## config.mk

```make
export PLATFORM = sky130hd
export DESIGN_NAME = boot_copy_engine
export DESIGN_NICKNAME = d
export VERILOG_FILES = /design/src/rtl/boot_copy_pkg.sv /design/src/rtl/boot_copy_engine_rd_pipe.sv /design/src/rtl/boot_copy_engine.sv
export SDC_FILE = /design/constraint.sdc
export NUM_CORES = 1
export LEC_CHECK = 0
export CORE_MARGIN = 2
export CORE_UTILIZATION = 52
export CTS_CLUSTER_DIAMETER = 80
export DETAILED_ROUTE_END_ITERATION = 8
export HOLD_SLACK_MARGIN = 0.15
export PLACE_DENSITY = 0.79
export SYNTH_ARGS = -nofsm -noshare
export SYNTH_HDL_FRONTEND = slang
export SYNTH_SLANG_ARGS = --single-unit
```

## constraint.sdc

```tcl
create_clock -name clk -period 2.26 [get_ports clk]
set_input_delay 0.452 -clock clk [delete_from_list [all_inputs] [get_ports clk]]
set_output_delay 0.452 -clock clk [all_outputs]
set_load 0.05 [all_outputs]
```

## src/rtl/boot_copy_pkg.sv

```systemverilog
// boot_copy_pkg: shared definitions for the boot copy engine.
//   state_t        : 3-bit FSM state encoding used by boot_copy_engine.
//   RD_LATENCY_MAX : largest supported boot memory read latency.
package boot_copy_pkg;

  typedef enum logic [2:0] {
    IDLE     = 3'd0,
    HDR_RD   = 3'd1,
    HDR_WAIT = 3'd2,
    COPY     = 3'd3,
    DRAIN    = 3'd4,
    CHECK    = 3'd5,
    DONE     = 3'd6,
    ERROR    = 3'd7
  } state_t;

  localparam int RD_LATENCY_MAX = 4;

endpackage

```

## src/rtl/boot_copy_engine_rd_pipe.sv

```systemverilog
// boot_rd_pipe: delay line that tracks in-flight boot memory reads.
//   Each stage carries a valid bit and the write offset of one read; an entry
//   pushed in the cycle its read strobe is high emerges DEPTH cycles later,
//   aligned with the read data.
// Ports:
//   clk, rst_n      : clock, asynchronous active-low reset
//   in_valid/in_off : read being issued this cycle and its offset
//   out_valid/out_off : read whose data is on the memory bus this cycle
//   busy            : any read still in flight
module boot_rd_pipe #(
  parameter int DEPTH = 1,
  parameter int OFF_W = 20
) (
  input  logic             clk,
  input  logic             rst_n,
  input  logic             in_valid,
  input  logic [OFF_W-1:0] in_off,
  output logic             out_valid,
  output logic [OFF_W-1:0] out_off,
  output logic             busy
);

  logic [DEPTH-1:0] valid_q, valid_d;
  logic [OFF_W-1:0] off_q [DEPTH];
  logic [OFF_W-1:0] off_d [DEPTH];

  always_comb begin
    valid_d[0] = in_valid;
    off_d[0]   = in_off;
    for (int i = 1; i < DEPTH; i++) begin
      valid_d[i] = valid_q[i-1];
      off_d[i]   = off_q[i-1];
    end
  end

  always_ff @(posedge clk or negedge rst_n) begin
    if (!rst_n) valid_q <= '0;
    else        valid_q <= valid_d;
  end

  // NOTE: offsets are qualified by valid, so they carry no reset; only the
  // valid bits must come up cleared.
  always_ff @(posedge clk) begin
    off_q <= off_d;
  end

  assign out_valid = valid_q[DEPTH-1];
  assign out_off   = off_q[DEPTH-1];
  assign busy      = |valid_q;

endmodule

```

## src/rtl/boot_copy_engine.sv

```systemverilog
// boot_copy_engine: copies a length-prefixed image from boot memory into
// instruction memory, one read per cycle, holding the core in boot mode
// until the copy completes.
//   Image layout at SRC_BASE: header word (length L in low ADDR_WIDTH bits),
//   then L payload words; payload word i is written to DST_BASE+i.
// Optional feature: define BOOT_COPY_CHECKSUM_EN to read a trailer word after
//   the payload and compare it with the modular sum of the payload.
// Ports:
//   clk, rst_n                          : clock, asynchronous active-low reset
//   boot_start                          : start/restart pulse (IDLE/DONE/ERROR)
//   boot_mem_rd_en/addr, boot_mem_rd_data : boot memory read port
//   inst_mem_wr_en/addr/data            : instruction memory write port
//   boot_mode, boot_done, boot_err      : status levels
//   words_copied                        : writes issued during this boot
// RD_LATENCY must lie in 1..RD_LATENCY_MAX.
module boot_copy_engine
  import boot_copy_pkg::*;
#(
  parameter int DATA_WIDTH = 32,
  parameter int ADDR_WIDTH = 20,
  parameter int RD_LATENCY = 1,
  parameter int SRC_BASE   = 0,
  parameter int DST_BASE   = 0,
  parameter int MAX_WORDS  = 'h400,
  parameter int AUTO_START = 1
) (
  input  logic                  clk,
  input  logic                  rst_n,
  input  logic                  boot_start,
  output logic                  boot_mem_rd_en,
  output logic [ADDR_WIDTH-1:0] boot_mem_addr,
  input  logic [DATA_WIDTH-1:0] boot_mem_rd_data,
  output logic                  inst_mem_wr_en,
  output logic [ADDR_WIDTH-1:0] inst_mem_addr,
  output logic [DATA_WIDTH-1:0] inst_mem_wr_data,
  output logic                  boot_mode,
  output logic                  boot_done,
  output logic                  boot_err,
  output logic [ADDR_WIDTH-1:0] words_copied
);

  localparam int WAIT_W = $clog2(RD_LATENCY_MAX);
  localparam int AWP1   = ADDR_WIDTH + 1;
  localparam logic [ADDR_WIDTH-1:0] SRC   = ADDR_WIDTH'(SRC_BASE);
  localparam logic [ADDR_WIDTH-1:0] DST   = ADDR_WIDTH'(DST_BASE);
  localparam logic [ADDR_WIDTH-1:0] ONE   = ADDR_WIDTH'(1);
  localparam logic [AWP1-1:0]       MAX_L = AWP1'(MAX_WORDS);

  state_t                  state_q, state_d;
  logic                    first_q, first_d;
  logic [WAIT_W-1:0]       wait_q, wait_d;
  logic [ADDR_WIDTH-1:0]   len_q, len_d;
  logic [ADDR_WIDTH-1:0]   idx_q, idx_d;
  logic                    rd_en_q, rd_en_d;
  logic [ADDR_WIDTH-1:0]   rd_addr_q, rd_addr_d;
  logic                    rd_pay_q, rd_pay_d;
  logic [ADDR_WIDTH-1:0]   rd_off_q, rd_off_d;
  logic                    wr_en_q, wr_en_d;
  logic [ADDR_WIDTH-1:0]   wr_addr_q, wr_addr_d;
  logic [DATA_WIDTH-1:0]   wr_data_q, wr_data_d;
  logic [ADDR_WIDTH-1:0]   words_q, words_d;
  logic                    mode_q, mode_d;
  logic                    done_q, done_d;
  logic                    err_q, err_d;

  logic                    pipe_vld, pipe_busy, is_trailer;
  logic [ADDR_WIDTH-1:0]   pipe_off;
  logic [ADDR_WIDTH-1:0]   hdr_len;

`ifdef BOOT_COPY_CHECKSUM_EN
  logic [DATA_WIDTH-1:0]   sum_q, sum_d;
  logic [DATA_WIDTH-1:0]   trailer_q, trailer_d;
  // The trailer travels down the pipe tagged with offset L, past every payload offset.
  assign is_trailer = (pipe_off == len_q);
`else
  assign is_trailer = 1'b0;
`endif

  assign hdr_len = boot_mem_rd_data[ADDR_WIDTH-1:0];

  boot_rd_pipe #(
    .DEPTH (RD_LATENCY),
    .OFF_W (ADDR_WIDTH)
  ) u_rd_pipe (
    .clk       (clk),
    .rst_n     (rst_n),
    .in_valid  (rd_pay_q),
    .in_off    (rd_off_q),
    .out_valid (pipe_vld),
    .out_off   (pipe_off),
    .busy      (pipe_busy)
  );

  always_comb begin
    // NOTE: every _d gets a default before the case so no path leaves a
    // signal unassigned, which would otherwise infer a latch.
    state_d   = state_q;
    first_d   = 1'b0;
    wait_d    = wait_q;
    len_d     = len_q;
    idx_d     = idx_q;
    rd_en_d   = 1'b0;
    rd_addr_d = rd_addr_q;
    rd_pay_d  = 1'b0;
    rd_off_d  = rd_off_q;
    wr_en_d   = 1'b0;
    wr_addr_d = wr_addr_q;
    wr_data_d = wr_data_q;
    words_d   = words_q;
    mode_d    = mode_q;
    done_d    = done_q;
    err_d     = err_q;
`ifdef BOOT_COPY_CHECKSUM_EN
    sum_d     = sum_q;
    trailer_d = trailer_q;
`endif

    // Write path: data arriving now is registered onto the write port.
    if (pipe_vld) begin
      if (is_trailer) begin
`ifdef BOOT_COPY_CHECKSUM_EN
        trailer_d = boot_mem_rd_data;
`endif
      end else begin
        wr_en_d   = 1'b1;
        wr_addr_d = DST + pipe_off;
        wr_data_d = boot_mem_rd_data;
        words_d   = words_q + ONE;
`ifdef BOOT_COPY_CHECKSUM_EN
        sum_d     = sum_q + boot_mem_rd_data;
`endif
      end
    end

    case (state_q)
      IDLE, DONE, ERROR: begin
        if (boot_start || (state_q == IDLE && AUTO_START != 0 && first_q)) begin
          state_d   = HDR_RD;
          rd_en_d   = 1'b1;
          rd_addr_d = SRC;
          idx_d     = '0;
          words_d   = '0;
          mode_d    = 1'b1;
          done_d    = 1'b0;
          err_d     = 1'b0;
`ifdef BOOT_COPY_CHECKSUM_EN
          sum_d     = '0;
`endif
        end
      end
      HDR_RD: begin
        state_d = HDR_WAIT;
        wait_d  = '0;
      end
      HDR_WAIT: begin
        if (wait_q == WAIT_W'(RD_LATENCY - 1)) begin
          len_d = hdr_len;
          if (hdr_len == '0) begin
            state_d = DONE;
            done_d  = 1'b1;
            mode_d  = 1'b0;
          end else if ({1'b0, hdr_len} > MAX_L) begin
            state_d = ERROR;
            err_d   = 1'b1;
          end else begin
            state_d   = COPY;
            rd_en_d   = 1'b1;
            rd_addr_d = SRC + ONE;
            rd_pay_d  = 1'b1;
            rd_off_d  = '0;
            idx_d     = ONE;
          end
        end else begin
          wait_d = wait_q + WAIT_W'(1);
        end
      end
      COPY: begin
        // idx_q is the offset of the next read; the current cycle already
        // shows read idx_q-1 on the port.
        if (idx_q != len_q) begin
          rd_en_d   = 1'b1;
          rd_addr_d = SRC + ONE + idx_q;
          rd_pay_d  = 1'b1;
          rd_off_d  = idx_q;
          idx_d     = idx_q + ONE;
        end else begin
          state_d = DRAIN;
`ifdef BOOT_COPY_CHECKSUM_EN
          rd_en_d   = 1'b1;
          rd_addr_d = SRC + ONE + len_q;
          rd_pay_d  = 1'b1;
          rd_off_d  = len_q;
`endif
        end
      end
      DRAIN: begin
        // rd_pay_q covers the read on the port that has not entered the pipe yet.
        if (!pipe_busy && !rd_pay_q) begin
`ifdef BOOT_COPY_CHECKSUM_EN
          state_d = CHECK;
`else
          state_d = DONE;
          done_d  = 1'b1;
          mode_d  = 1'b0;
`endif
        end
      end
`ifdef BOOT_COPY_CHECKSUM_EN
      CHECK: begin
        if (sum_q == trailer_q) begin
          state_d = DONE;
          done_d  = 1'b1;
          mode_d  = 1'b0;
        end else begin
          state_d = ERROR;
          err_d   = 1'b1;
        end
      end
`endif
      default: state_d = IDLE;
    endcase
  end

  always_ff @(posedge clk or negedge rst_n) begin
    // NOTE: state registers use non-blocking assignment so every flop samples
    // the pre-edge values regardless of statement order.
    if (!rst_n) begin
      state_q   <= IDLE;
      first_q   <= 1'b1;
      wait_q    <= '0;
      len_q     <= '0;
      idx_q     <= '0;
      rd_en_q   <= 1'b0;
      rd_addr_q <= '0;
      rd_pay_q  <= 1'b0;
      rd_off_q  <= '0;
      wr_en_q   <= 1'b0;
      wr_addr_q <= '0;
      wr_data_q <= '0;
      words_q   <= '0;
      mode_q    <= 1'b1;
      done_q    <= 1'b0;
      err_q     <= 1'b0;
`ifdef BOOT_COPY_CHECKSUM_EN
      sum_q     <= '0;
      trailer_q <= '0;
`endif
    end else begin
      state_q   <= state_d;
      first_q   <= first_d;
      wait_q    <= wait_d;
      len_q     <= len_d;
      idx_q     <= idx_d;
      rd_en_q   <= rd_en_d;
      rd_addr_q <= rd_addr_d;
      rd_pay_q  <= rd_pay_d;
      rd_off_q  <= rd_off_d;
      wr_en_q   <= wr_en_d;
      wr_addr_q <= wr_addr_d;
      wr_data_q <= wr_data_d;
      words_q   <= words_d;
      mode_q    <= mode_d;
      done_q    <= done_d;
      err_q     <= err_d;
`ifdef BOOT_COPY_CHECKSUM_EN
      sum_q     <= sum_d;
      trailer_q <= trailer_d;
`endif
    end
  end

  assign boot_mem_rd_en   = rd_en_q;
  assign boot_mem_addr    = rd_addr_q;
  assign inst_mem_wr_en   = wr_en_q;
  assign inst_mem_addr    = wr_addr_q;
  assign inst_mem_wr_data = wr_data_q;
  assign boot_mode        = mode_q;
  assign boot_done        = done_q;
  assign boot_err         = err_q;
  assign words_copied     = words_q;

endmodule

```

Yosys cells after proc, flatten, opt, wreduce, memory -nomap -nowiden. Cells that the tools add are included. W data, S select, Z words.

Logic and storage cells: 104. Output and inout bits: 97. Input port bits: 35. Flip-flop bits (word level): 165.

$add $sub $neg: 3. Mux-type cells: 45. Equality and inequality tests: 17. Reduce and logical (&&, ||, !) cells: 21. $lt $le $gt $ge: 1.

Operators with widths (count): $mux W20 (12); $pmux W20 S3 (1); $add A20 B1 Y20 const B (2); $pmux W20 S2 (1); $gt A20 B11 Y1 const B (1); $logic_not A20 Y1 (1); $ne A2 B2 Y1 const B (10); $ne A20 B20 Y1 (1); $mux W3 (6); $mux W1 (17); $pmux W3 S5 (1); $reduce_and A5 Y1 (3); $eq A3 B3 Y1 const B (3); $pmux W1 S3 (3); $eq A3 B2 Y1 const B (2); $reduce_and A6 Y1 (1); $reduce_bool A2 Y1 (3); $reduce_bool A3 Y1 (2); $pmux W1 S2 (2); $pmux W2 S2 (1); $reduce_and A2 Y1 (2); $reduce_and A4 Y1 (1); $eq A3 B1 Y1 const B (1); $logic_not A3 Y1 (1); other kinds (7) (9).

Depth between registers and ports, before layout. Gate-level depths: netlist (run 1).

Depth after elaboration: 5. Depth in mapped cells: 9. Depth with buffers taken out: 8.

Cells and area by module. Synthesis (run 1) repeated with hierarchy kept, for this count alone.

Cell total of the unflattened synthesis: 580. Area, all modules: 6937.9 µm².

By module, submodules not included: boot_copy_engine (times used 1, area an instance 6505.0 µm², cells each 558); boot_rd_pipe (times used 1, area an instance 432.9 µm², cells each 22).

Worst setup path before layout (run 1). OpenSTA, ideal clock, no wires.

Path kind: register to register. Start: register, netlist name boot_mem_addr[16]. End: register rd_off_q[18]. Setup slack: -0.080 ns. Path buffers: 2. Period minus slack after synthesis: 2.340 ns. Data required time: 2.135 ns. Data arrival time: 2.215 ns. Cell stages (with the launch flop): 9. Cell sequence: dfrtp_1 > buf_2 > xor2_1 > nor4_2 > nand3_2 > o21a_4 > nor2_4 > buf_6 > mux2_4.

RTL lines: end signal: assignment (line boot_copy_engine.sv:257) `rd_off_q <= rd_off_d;`; end: declaration (line boot_copy_engine.sv:57) `logic [ADDR_WIDTH-1:0] rd_off_q, rd_off_d;`.

Worst setup path in the final report (run 1).
Start: register rd_addr_q[0], in the netlist boot_mem_addr[0]. End: output boot_mem_addr[0].

RTL lines: start: declaration (line boot_copy_engine.sv:55) `logic [ADDR_WIDTH-1:0] rd_addr_q, rd_addr_d;`; start signal: assignment (line boot_copy_engine.sv:255) `rd_addr_q <= rd_addr_d;`; end: declaration (line boot_copy_engine.sv:31) `output logic [ADDR_WIDTH-1:0] boot_mem_addr,`.

No word-level cell between the ends.

==> run summary, run 1 <==
#FFs+latches synth = 165
DRC Markers = 0
Worst r2r path cells = 8
Maximum VDD drop = 0.689 mV
Detailed placement HPWL = 12,300 um
Total power = 0.00855 W
Rel. slew slack = 49.1%
Crit path DAT = 1780 ps
CP endpoint = boot_mem_addr[0]
Register area share after synthesis = 56.4%
Slew @ Worst Pin = 764 ps
Status = complete, no violations
Layout Area Growth over Synthesis = 35.8%
Total CTS buffers = 17
Post-Syn Nets = 674
Max Cap Viol = 0
Placer Congestion = 0.879
Initial antenna violation count = 0
Multi-input logic area = 0.00287 mm^2
M1 WL = 7530 um
Number of synthesis warnings = 0
Pwr Density = 881 mW/mm^2
H-tree levels = 4
DRT iter0 DRCs = 345
I/O Buffers = 131
Area contributors post-synth = dfrtp_1 50%, mux2_2 8.5%, dfxtp_1 5.6%
Final hold viol count = 0
Sinks on Clock Net = 165
DR WL met2 = 8470 um
Global-route wire length before repair = 27,400 um
RR Endpoint = boot_mem_addr[0]$_DFFE_PN0P_
Fill cells = 939
R2r startpoint = boot_mem_addr[17]$_DFFE_PN0P_
Slew Viols, Final = 0
Post-synth cell types = 60
Worst setup path start = boot_mem_addr[0]$_DFFE_PN0P_
Synth top area share = 50.1%
DR WL met3 = 978 um
Final antenna-violating net count = 0
Vias in the first global route = 5,451
DR top layer = met4
Max FO, Critical Path = 6
Fin crit share = 98.7%
Critical path endpoint category = primary output
Diode count = 0
Gr ovfl total = 0
Share of layout cells above drive strength 1 = 23.7%
Post-Syn Instances = 636
Prevailing post-synth register cell = dfrtp_1
Clk_skew = 14.7 ps
Critical Path RT = 1810 ps
NumNets Final = 861
EDFF count, synth = 0
Clk root buf = clkbuf_16
Fin crit period = 2230 ps
Final setup violation count = 0
F_max = 448 MHz
Total GRT Usage = 24.1%
Cell Area, Synth = 0.00715 mm^2
Top-count cell post-synth = dfrtp_1
Setup slack, reg-to-reg = 110 ps
CTS tree = yes
Final wirelength = 17,200 um
Commonest cells post-synth = 143 x dfrtp_1, 97 x nand2_1, 54 x mux2_2
Vias = 5,439
Routed vias/inst = 5.37
Leakage power = 4.26 nW
Register area = 0.00404 mm^2
Startpoint types = flop
DIE AREA = 0.0147 mm^2
Core area = 0.0133 mm^2
Synth area leader = dfrtp_1
Clock slew at reported path FFs = 60 ps
I/O Pins = 132
DP Area = 0.00905 mm^2
Wire per inst = 17.0 um
Die Y = 121 um
WS Path Type = flop to primary output
Drt pass-1 iters = 5
Hold crit path type = flop to flop
Site Rows = 42
Starting Density = 53.6%
Ys async rst share = 87.9%
Clock insertion delay at the later pin of the skew report = 430 ps
Largest net degree at the start of global routing = 59
Clk buf depth = 2
Design area = 0.00971 mm^2
Average cell area after synthesis = 11.2 um^2
Die X = 121 um
[report_power, final]
group | switching [W] | internal, W | leakage [nW]
sequential | 0.000250 | 0.00329 | 1.74
combinational | 0.00138 | 0.000828 | 2.23
clock | 0.00119 | 0.00162 | 0.281
[layer usage]
layer  vias up  GRT usage, %
met1      2668          32.7
li1       2562             -
met2       191          38.7
met5         -             0
met4         0          8.05
met3        18          4.98
[final cells by class]
cell class / count / area share [%]
clock buffer: 20 / 4.81
tap: 176 / 2.27
inverter: 22 / 0.851
multi-input combinational: 415 / 29.5
sequential: 165 / 41.6
timing repair buffer: 202 / 19.7
clock inverter: 12 / 1.21
[worst min path at each step]
stage,start,end,slack [ps],depth (start not counted)
floorplan,rst_n,boot_done$_DFFE_PN0P_,160,0
global placement,rd_off_q[19]$_DFFE_PN0P_,u_rd_pipe.out_off[19]$_DFF_P_,350,0
detailed placement,rd_off_q[19]$_DFFE_PN0P_,u_rd_pipe.out_off[19]$_DFF_P_,360,0
CTS,rd_off_q[5]$_DFFE_PN0P_,u_rd_pipe.out_off[5]$_DFF_P_,370,0
global route,rd_off_q[4]$_DFFE_PN0P_,u_rd_pipe.out_off[4]$_DFF_P_,390,0
finish,rd_off_q[5]$_DFFE_PN0P_,u_rd_pipe.out_off[5]$_DFF_P_,370,0
[cells by family after synthesis]
family / count (synthesis) / share of synthesized area (%)
adders and majority gates: 3 / 0.525
other: 1 / 0.0525
muxes: 79 / 12.8
DFF: 165 / 56.4
AOI/OAI and AO/OA: 46 / 4.36
xor gates and xnor gates: 35 / 4.29
buffers and inverters: 56 / 3.97
and+or+nand+nor: 251 / 17.6
[critical path, cell delays in order (launching register included)]
cell and delay, ps:
dfrtp_2 390, buf_4 160, clkdlybuf4s50_1 810
[repair_timing]
item,4_1_cts,5_1_grt
hold buffers,1,0
endpoints found under the setup margin,31,43
pin swaps,1,5
resized for setup,11,11
endpoints found under the hold margin,37,0
setup buffers,1,0
[registers in the layout, summed over array words and instances, names as in the netlist]
| signal | flops |
|---|---|
| first_q | 1 |
| rd_pay_q | 1 |
| rd_off_q | 20 |
| u_rd_pipe.busy | 1 |
| boot_mem_rd_en | 1 |
| wait_q | 2 |
| state_q | 3 |
| len_q | 20 |
| inst_mem_addr | 20 |
| words_copied | 20 |
| boot_err | 1 |
| inst_mem_wr_en | 1 |
| boot_mode | 1 |
| u_rd_pipe.out_off | 20 |
| inst_mem_wr_data | 32 |
| boot_mem_addr | 20 |
| boot_done | 1 |
[per-stage QoR]
stage               setup TNS [ps]  setup slack (ps)  cells  hold WS [ps]  utilization (%)
floorplan                        0              7.75    636           156                -
global placement            -15620              -465    978           353             67.8
detailed placement          -18400              -546    978           356             67.8
CTS                              0             0.748   1012           371             72.5
global route                -0.389            -0.389   1012           387             72.7
finish                           0              30.2   1012           368             72.7
[layout by cell type (no fill, tap or decap), drive strengths merged, types with 12 or more instances in the layout]
| master | count |
|---|---|
| a21oi | 12 |
| and3 | 21 |
| buf | 71 |
| clkbuf | 20 |
| clkdlybuf4s50 | 111 |
| dfrtp | 143 |
| dfxtp | 20 |
| inv | 26 |
| mux2 | 65 |
| mux2i | 14 |
| nand2 | 97 |
| nand3 | 35 |
| nor2 | 38 |
| nor4 | 12 |
| o21ai | 13 |
| xor2 | 29 |
No activity file was read; power rests on OpenSTA's default activity.
==> inputs of run 2 (changes only) <==
PLACE_DENSITY = 0.85   (was 0.79)
==> run 2 against run 1 <==
Net effect:
- routed wire length rose by 0.94%
- die area did not move
- critical path depth did not move
- largest cell class unchanged
==> run summary, run 2 (same netlist as run 1, synthesis figures left out) <==
Starting Density = 53.6% (unchanged)
Vias in the first global route = 5,660 (+3.8%)
Dpl ws = -571 ps (-24.9 ps)
Total power = 0.00858 W (+0.37%)
Clk root buf = clkbuf_16
I/O Pins = 132 (unchanged)
I/O Buffers = 131 (unchanged)
Critical path endpoint category = primary output
NumNets Final = 861 (unchanged)
Largest net degree at the start of global routing = 61 (+3.4%)
Slew Viols, Final = 0 (unchanged)
Final antenna-violating net count = 0 (unchanged)
Most common cell after layout, fill and taps aside = dfrtp_1
Status = complete, no violations
Layout Area Growth over Synthesis = 35.5%
Initial antenna violation count = 0 (unchanged)
Final setup violation count = 0 (unchanged)
Final wirelength = 17,400 um (+0.94%)
RSZ-0062 raised after global routing = no
Non-filler cells, final = 1,012 (unchanged)
Crit-path leading delay family = buffers and inverters
Placer Congestion = 0.913 (+3.9%)
Site Rows = 42 (unchanged)
Fin worst setup slack = 38.5 ps (+8.29 ps)
F_max = 450 MHz (+0.37%)
Fin crit period = 2220 ps (-8.29 ps)
DRC Markers = 0 (unchanged)
Gr ovfl total = 0 (unchanged)
DRT iter0 DRCs = 424 (+23%)
Clk_skew = 9.56 ps (-5.14 ps)
Die X = 121 um (unchanged)
Startpoint types = flop
Pwr Density = 886 mW/mm^2 (+0.58%)
Commonest non-fill, non-tap cells in the layout = 134 x dfrtp_1, 111 x clkdlybuf4s50_1, 97 x nand2_1, 67 x buf_4, 54 x mux2_2
Clock slew at reported path FFs = 60 ps (about the same)
WS Path Type = flop to primary output
Slowest cell delay on critical path = 810 ps (about the same)
Die Y = 121 um (unchanged)
Clock insertion delay at the later pin of the skew report = 430 ps (about the same)
Clk buf depth = 2 (unchanged)
Rel. slew slack = 49.5% (+0.47 points)
Maximum VDD drop = 0.647 mV (-6.0%)
Drt pass-1 iters = 5 (unchanged)
H-tree levels = 4 (unchanged)
Max FO, Critical Path = 8 (+2)
Global-route wire length before repair = 28,700 um (+4.6%)
DIE AREA = 0.0147 mm^2 (unchanged)
Leakage power = 4.22 nW (-0.87%)
Vias = 5,533 (+1.7%)
Max FFs per register = 32 (unchanged)
Hold crit path type = flop to flop
Total CTS buffers = 17 (unchanged)
Routed vias/inst = 5.47 (+1.7%)
Max Cap Viol = 0 (unchanged)
Total GRT Usage = 25.3% (+1.3 points)
Slew @ Worst Pin = 757 ps (-7.00 ps)
Detailed placement HPWL = 12,400 um (+1.1%)
CTS tree = yes
Sinks on Clock Net = 165 (unchanged)
Crit path DAT = 1770 ps (about the same)
Critical Path RT = 1810 ps (about the same)
Final hold viol count = 0 (unchanged)
CP cell instances = buf_4, clkdlybuf4s50_1
CP max-delay cell = clkdlybuf4s50_1
Fin crit share = 98.3% (-0.37 points)
Wire per inst = 17.2 um (+0.94%)
Worst Path Buf+Inv = 2 (unchanged)
Share of layout cells above drive strength 1 = 23.8% (+0.12 points)
Placed Cells = 977 (-0.10%)
Diode count = 0 (unchanged)
Core area = 0.0133 mm^2 (unchanged)
## run 2: per-stage QoR
stage	instance area [um^2]	TNS (ps)	util, %	hold slack, ps
2_1_floorplan	7160	0	-	156
3_3_place_gp	9030	-15760	67.7	339
3_5_place_dp	9030	-17680	67.7	340
4_1_cts	9640	0	72.2	380
5_1_grt	9690	0	72.6	386
6_report	9690	0	72.6	379
## run 2: repair_timing
item                       in CTS  in global routing
hold endpoints to repair       26                  0
setup buffers                   2                  0
gates resized for setup         9                 14
pin swaps                       1                  2
setup endpoints to repair      28                 20
hold buffers                    1                  0
## run 2: layer usage
layer  share of wire, %  GRT usage (%)
met5                  0              0
met4                2.5           10.4
met3                6.1           5.78
met2                 48           40.1
met1                 43           33.8
## run 2: final cells by class
class                      count  area [um^2]
tap                          176          220
fill                         963         3660
sequential                   165         4040
clock inverter                14          153
clock buffer                  18          429
multi-input combinational    415         2860
timing repair buffer         202         1900
inverter                      22         82.6
## run 2: where the power goes
part / internal [W] / switching [W]
Combinational: 0.000820 / 0.00139
Sequential: 0.00329 / 0.000255
Clock: 0.00164 / 0.00120
Total: 0.00574 / 0.00284
## run 2: worst register-to-register path, cell delays in order, from the launching register on
cell	delay, ps
dfrtp_2	390
buf_4	170
ha_1	200
and3_1	240
and4_2	280
and2_4	160
nand4_1	110
or4_1	400
nand3_1	90
## run 2: worst paths after layout
kind | start | endpoint | slack, ps | depth (start not counted)
setup reg to reg | boot_mem_addr[0]$_DFFE_PN0P_ | boot_mem_addr[18]$_DFFE_PN0P_ | 160 | 8
max in group asynchronous | rst_n | boot_mode$_DFFE_PN1P_ | 1140 | 3
hold reg to reg | rd_off_q[1]$_DFFE_PN0P_ | u_rd_pipe.out_off[1]$_DFF_P_ | 380 | 0
hold / removal | rd_off_q[1]$_DFFE_PN0P_ | u_rd_pipe.out_off[1]$_DFF_P_ | 380 | 0
min in group asynchronous | rst_n | boot_mem_addr[18]$_DFFE_PN0P_ | 460 | 2
setup / recovery | boot_mem_addr[3]$_DFFE_PN0P_ | boot_mem_addr[3] | 40 | 2
==> inputs of run 3 (changes only) <==
REMOVE_ABC_BUFFERS = 1   (was not set)
==> run 3 against run 2 <==
Net effect:
- combinational power is essentially flat
- register-to-register slack worse by 90 ps
- largest cell class unchanged
- via count increased by 1.3%
- count of clock-buffer cells in the layout increased by 1
- routed wire length rose by 2.4%
==> run summary, run 3 (same netlist as run 1, synthesis figures left out) <==
Core area = 0.0133 mm^2 (unchanged)
Maximum VDD drop = 0.518 mV (-20%)
Initial antenna violation count = 0 (unchanged)
Rel. slew slack = 51.6% (+2.1 points)
Fill cells = 908 (-5.7%)
F_max = 454 MHz (+0.90%)
Gr ovfl total = 0 (unchanged)
Clock slew at reported path FFs = 60 ps (about the same)
Commonest non-fill, non-tap cells in the layout = 142 x dfrtp_1, 103 x clkdlybuf4s50_1, 97 x nand2_1, 83 x buf_4, 54 x mux2_2
CTS tree = yes
Max FO, Critical Path = 5 (-3)
Wire per inst = 17.4 um (+1.2%)
Max Cap Viol = 0 (unchanged)
Vias = 5,604 (+1.3%)
Sinks on Clock Net = 165 (unchanged)
Most common cell after layout, fill and taps aside = dfrtp_1
Multi-input logic area = 0.00290 mm^2 (+1.5%)
Critical path endpoint category = primary output
Startpoint types = flop
I/O Pins = 132 (unchanged)
Crit path DAT = 1750 ps (-20 ps)
Clock insertion delay at the later pin of the skew report = 430 ps (about the same)
Final antenna-violating net count = 0 (unchanged)
Setup TNS = 0 ps (unchanged)
Register area = 0.00403 mm^2 (-0.25%)
Slew Viols, Final = 0 (unchanged)
Final wirelength = 17,800 um (+2.4%)
Global-route wire length before repair = 28,700 um (about the same)
Routed vias/inst = 5.47 (about the same)
Fin worst setup slack = 58.3 ps (+19.7 ps)
Starting Density = 53.6% (unchanged)
Largest net degree at the start of global routing = 60 (-1.6%)
Final setup violation count = 0 (unchanged)
Die Y = 121 um (unchanged)
Die X = 121 um (unchanged)
DRC Markers = 0 (unchanged)
Vias in the first global route = 5,666 (+0.11%)
Site Rows = 42 (unchanged)
Layout Area Growth over Synthesis = 37.7%
Placer Congestion = 0.898 (-1.6%)
Share of layout cells above drive strength 1 = 24.9% (+1.1 points)
Hold crit path type = flop to flop
Detailed placement HPWL = 12,600 um (+2.0%)
Diode count = 0 (unchanged)
NumNets Final = 873 (+1.4%)
Pwr Density = 888 mW/mm^2 (+0.27%)
DIE AREA = 0.0147 mm^2 (unchanged)
I/O Buffers = 131 (unchanged)
Slew @ Worst Pin = 719 ps (-38.5 ps)
Max FFs per register = 32 (unchanged)
Fin crit share = 97.4% (-0.87 points)
Total GRT Usage = 25.5% (+0.18 points)
Total CTS buffers = 17 (unchanged)
Leakage power = 4.37 nW (+3.6%)
WS Path Type = flop to primary output
Clk buf depth = 2 (unchanged)
Clk root buf = clkbuf_16
DRT iter0 DRCs = 375 (-12%)
Critical Path RT = 1810 ps (about the same)
Final hold viol count = 0 (unchanged)
H-tree levels = 4 (unchanged)
Clk_skew = 14.4 ps (+4.82 ps)
Worst hold slack = 373 ps (-5.71 ps)
Drt pass-1 iters = 7 (+2)
Fin crit period = 2200 ps (-19.7 ps)
Dpl ws = -611 ps (-40.7 ps)
Status = complete, no violations
## run 3: cell count changes in the layout (fill, tap and decap cells not counted), sizes merged, moves of 2 or more
cell	previous run	this run
buf	71	88
clkdlybuf4s50	111	103
dlymetal6s2s	10	13
clkinv	5	3
## run 3: metal layers
metal / up-vias / global-route usage [%] / wire length (um)
met5: - / 0 / 0
met4: 0 / 10.5 / 485
met3: 41 / 6.16 / 1100
met2: 219 / 40.7 / 8610
met1: 2747 / 33.5 / 7630
li1: 2597 / - / -
## run 3: stage by stage
step                utilization, %  std cells  power (W)  instance area, um^2
finish                        73.8       1024    0.00875                 9850
detailed placement            68.0        984    0.00580                 9080
floorplan                        -        602    0.00488                 6950
global placement              68.0        984    0.00573                 9080
CTS                           73.0       1019    0.00879                 9740
global route                  73.8       1024    0.00910                 9850
## run 3: area by class of cell
class / instances / area share, %
clock inverters: 13 / 1.72
multi-input cells: 415 / 29.5
flip-flops and latches: 165 / 40.9
repair buffers: 214 / 20.3
inverters: 22 / 0.839
well taps: 176 / 2.24
clock buffers: 19 / 4.50
## run 3: worst max-delay path: stages (launching register included)
cell	delay (ps)
dfrtp_1	380
buf_4	140
clkdlybuf4s50_1	810
## run 3: where the power goes
group	internal, W	leakage [nW]	total [W]	switching (W)
combinational	0.000830	2.33	0.00223	0.00140
sequential	0.00328	1.74	0.00354	0.000261
clock	0.00178	0.292	0.00297	0.00119
total	0.00589	4.37	0.00875	0.00285
## run 3: path summary, 6_finish.rpt
| check | from | to | slack, ps | cells after the start |
|---|---|---|---|---|
| hold reg to reg | rd_off_q[9]$_DFFE_PN0P_ | u_rd_pipe.out_off[9]$_DFF_P_ | 370 | 0 |
| setup reg to reg | boot_mem_addr[0]$_DFFE_PN0P_ | boot_mem_addr[12]$_DFFE_PN0P_ | 70 | 9 |
| hold / removal | rd_off_q[9]$_DFFE_PN0P_ | u_rd_pipe.out_off[9]$_DFF_P_ | 370 | 0 |
| max in group asynchronous | rst_n | first_q$_DFF_PN1_ | 980 | 3 |
| setup / recovery | boot_mem_addr[14]$_DFFE_PN0P_ | boot_mem_addr[14] | 60 | 2 |
| min in group asynchronous | rst_n | words_copied[8]$_DFF_PN0_ | 570 | 2 |
## run 3: what timing repair did
| action | CTS | global route |
|---|---|---|
| endpoints found under the setup margin | 42 | 42 |
| pin swaps | 4 | 5 |
| setup buffers | 2 | 5 |
| endpoints found under the hold margin | 54 | 0 |
| resized for setup | 13 | 20 |
| hold buffers | 1 | 0 |
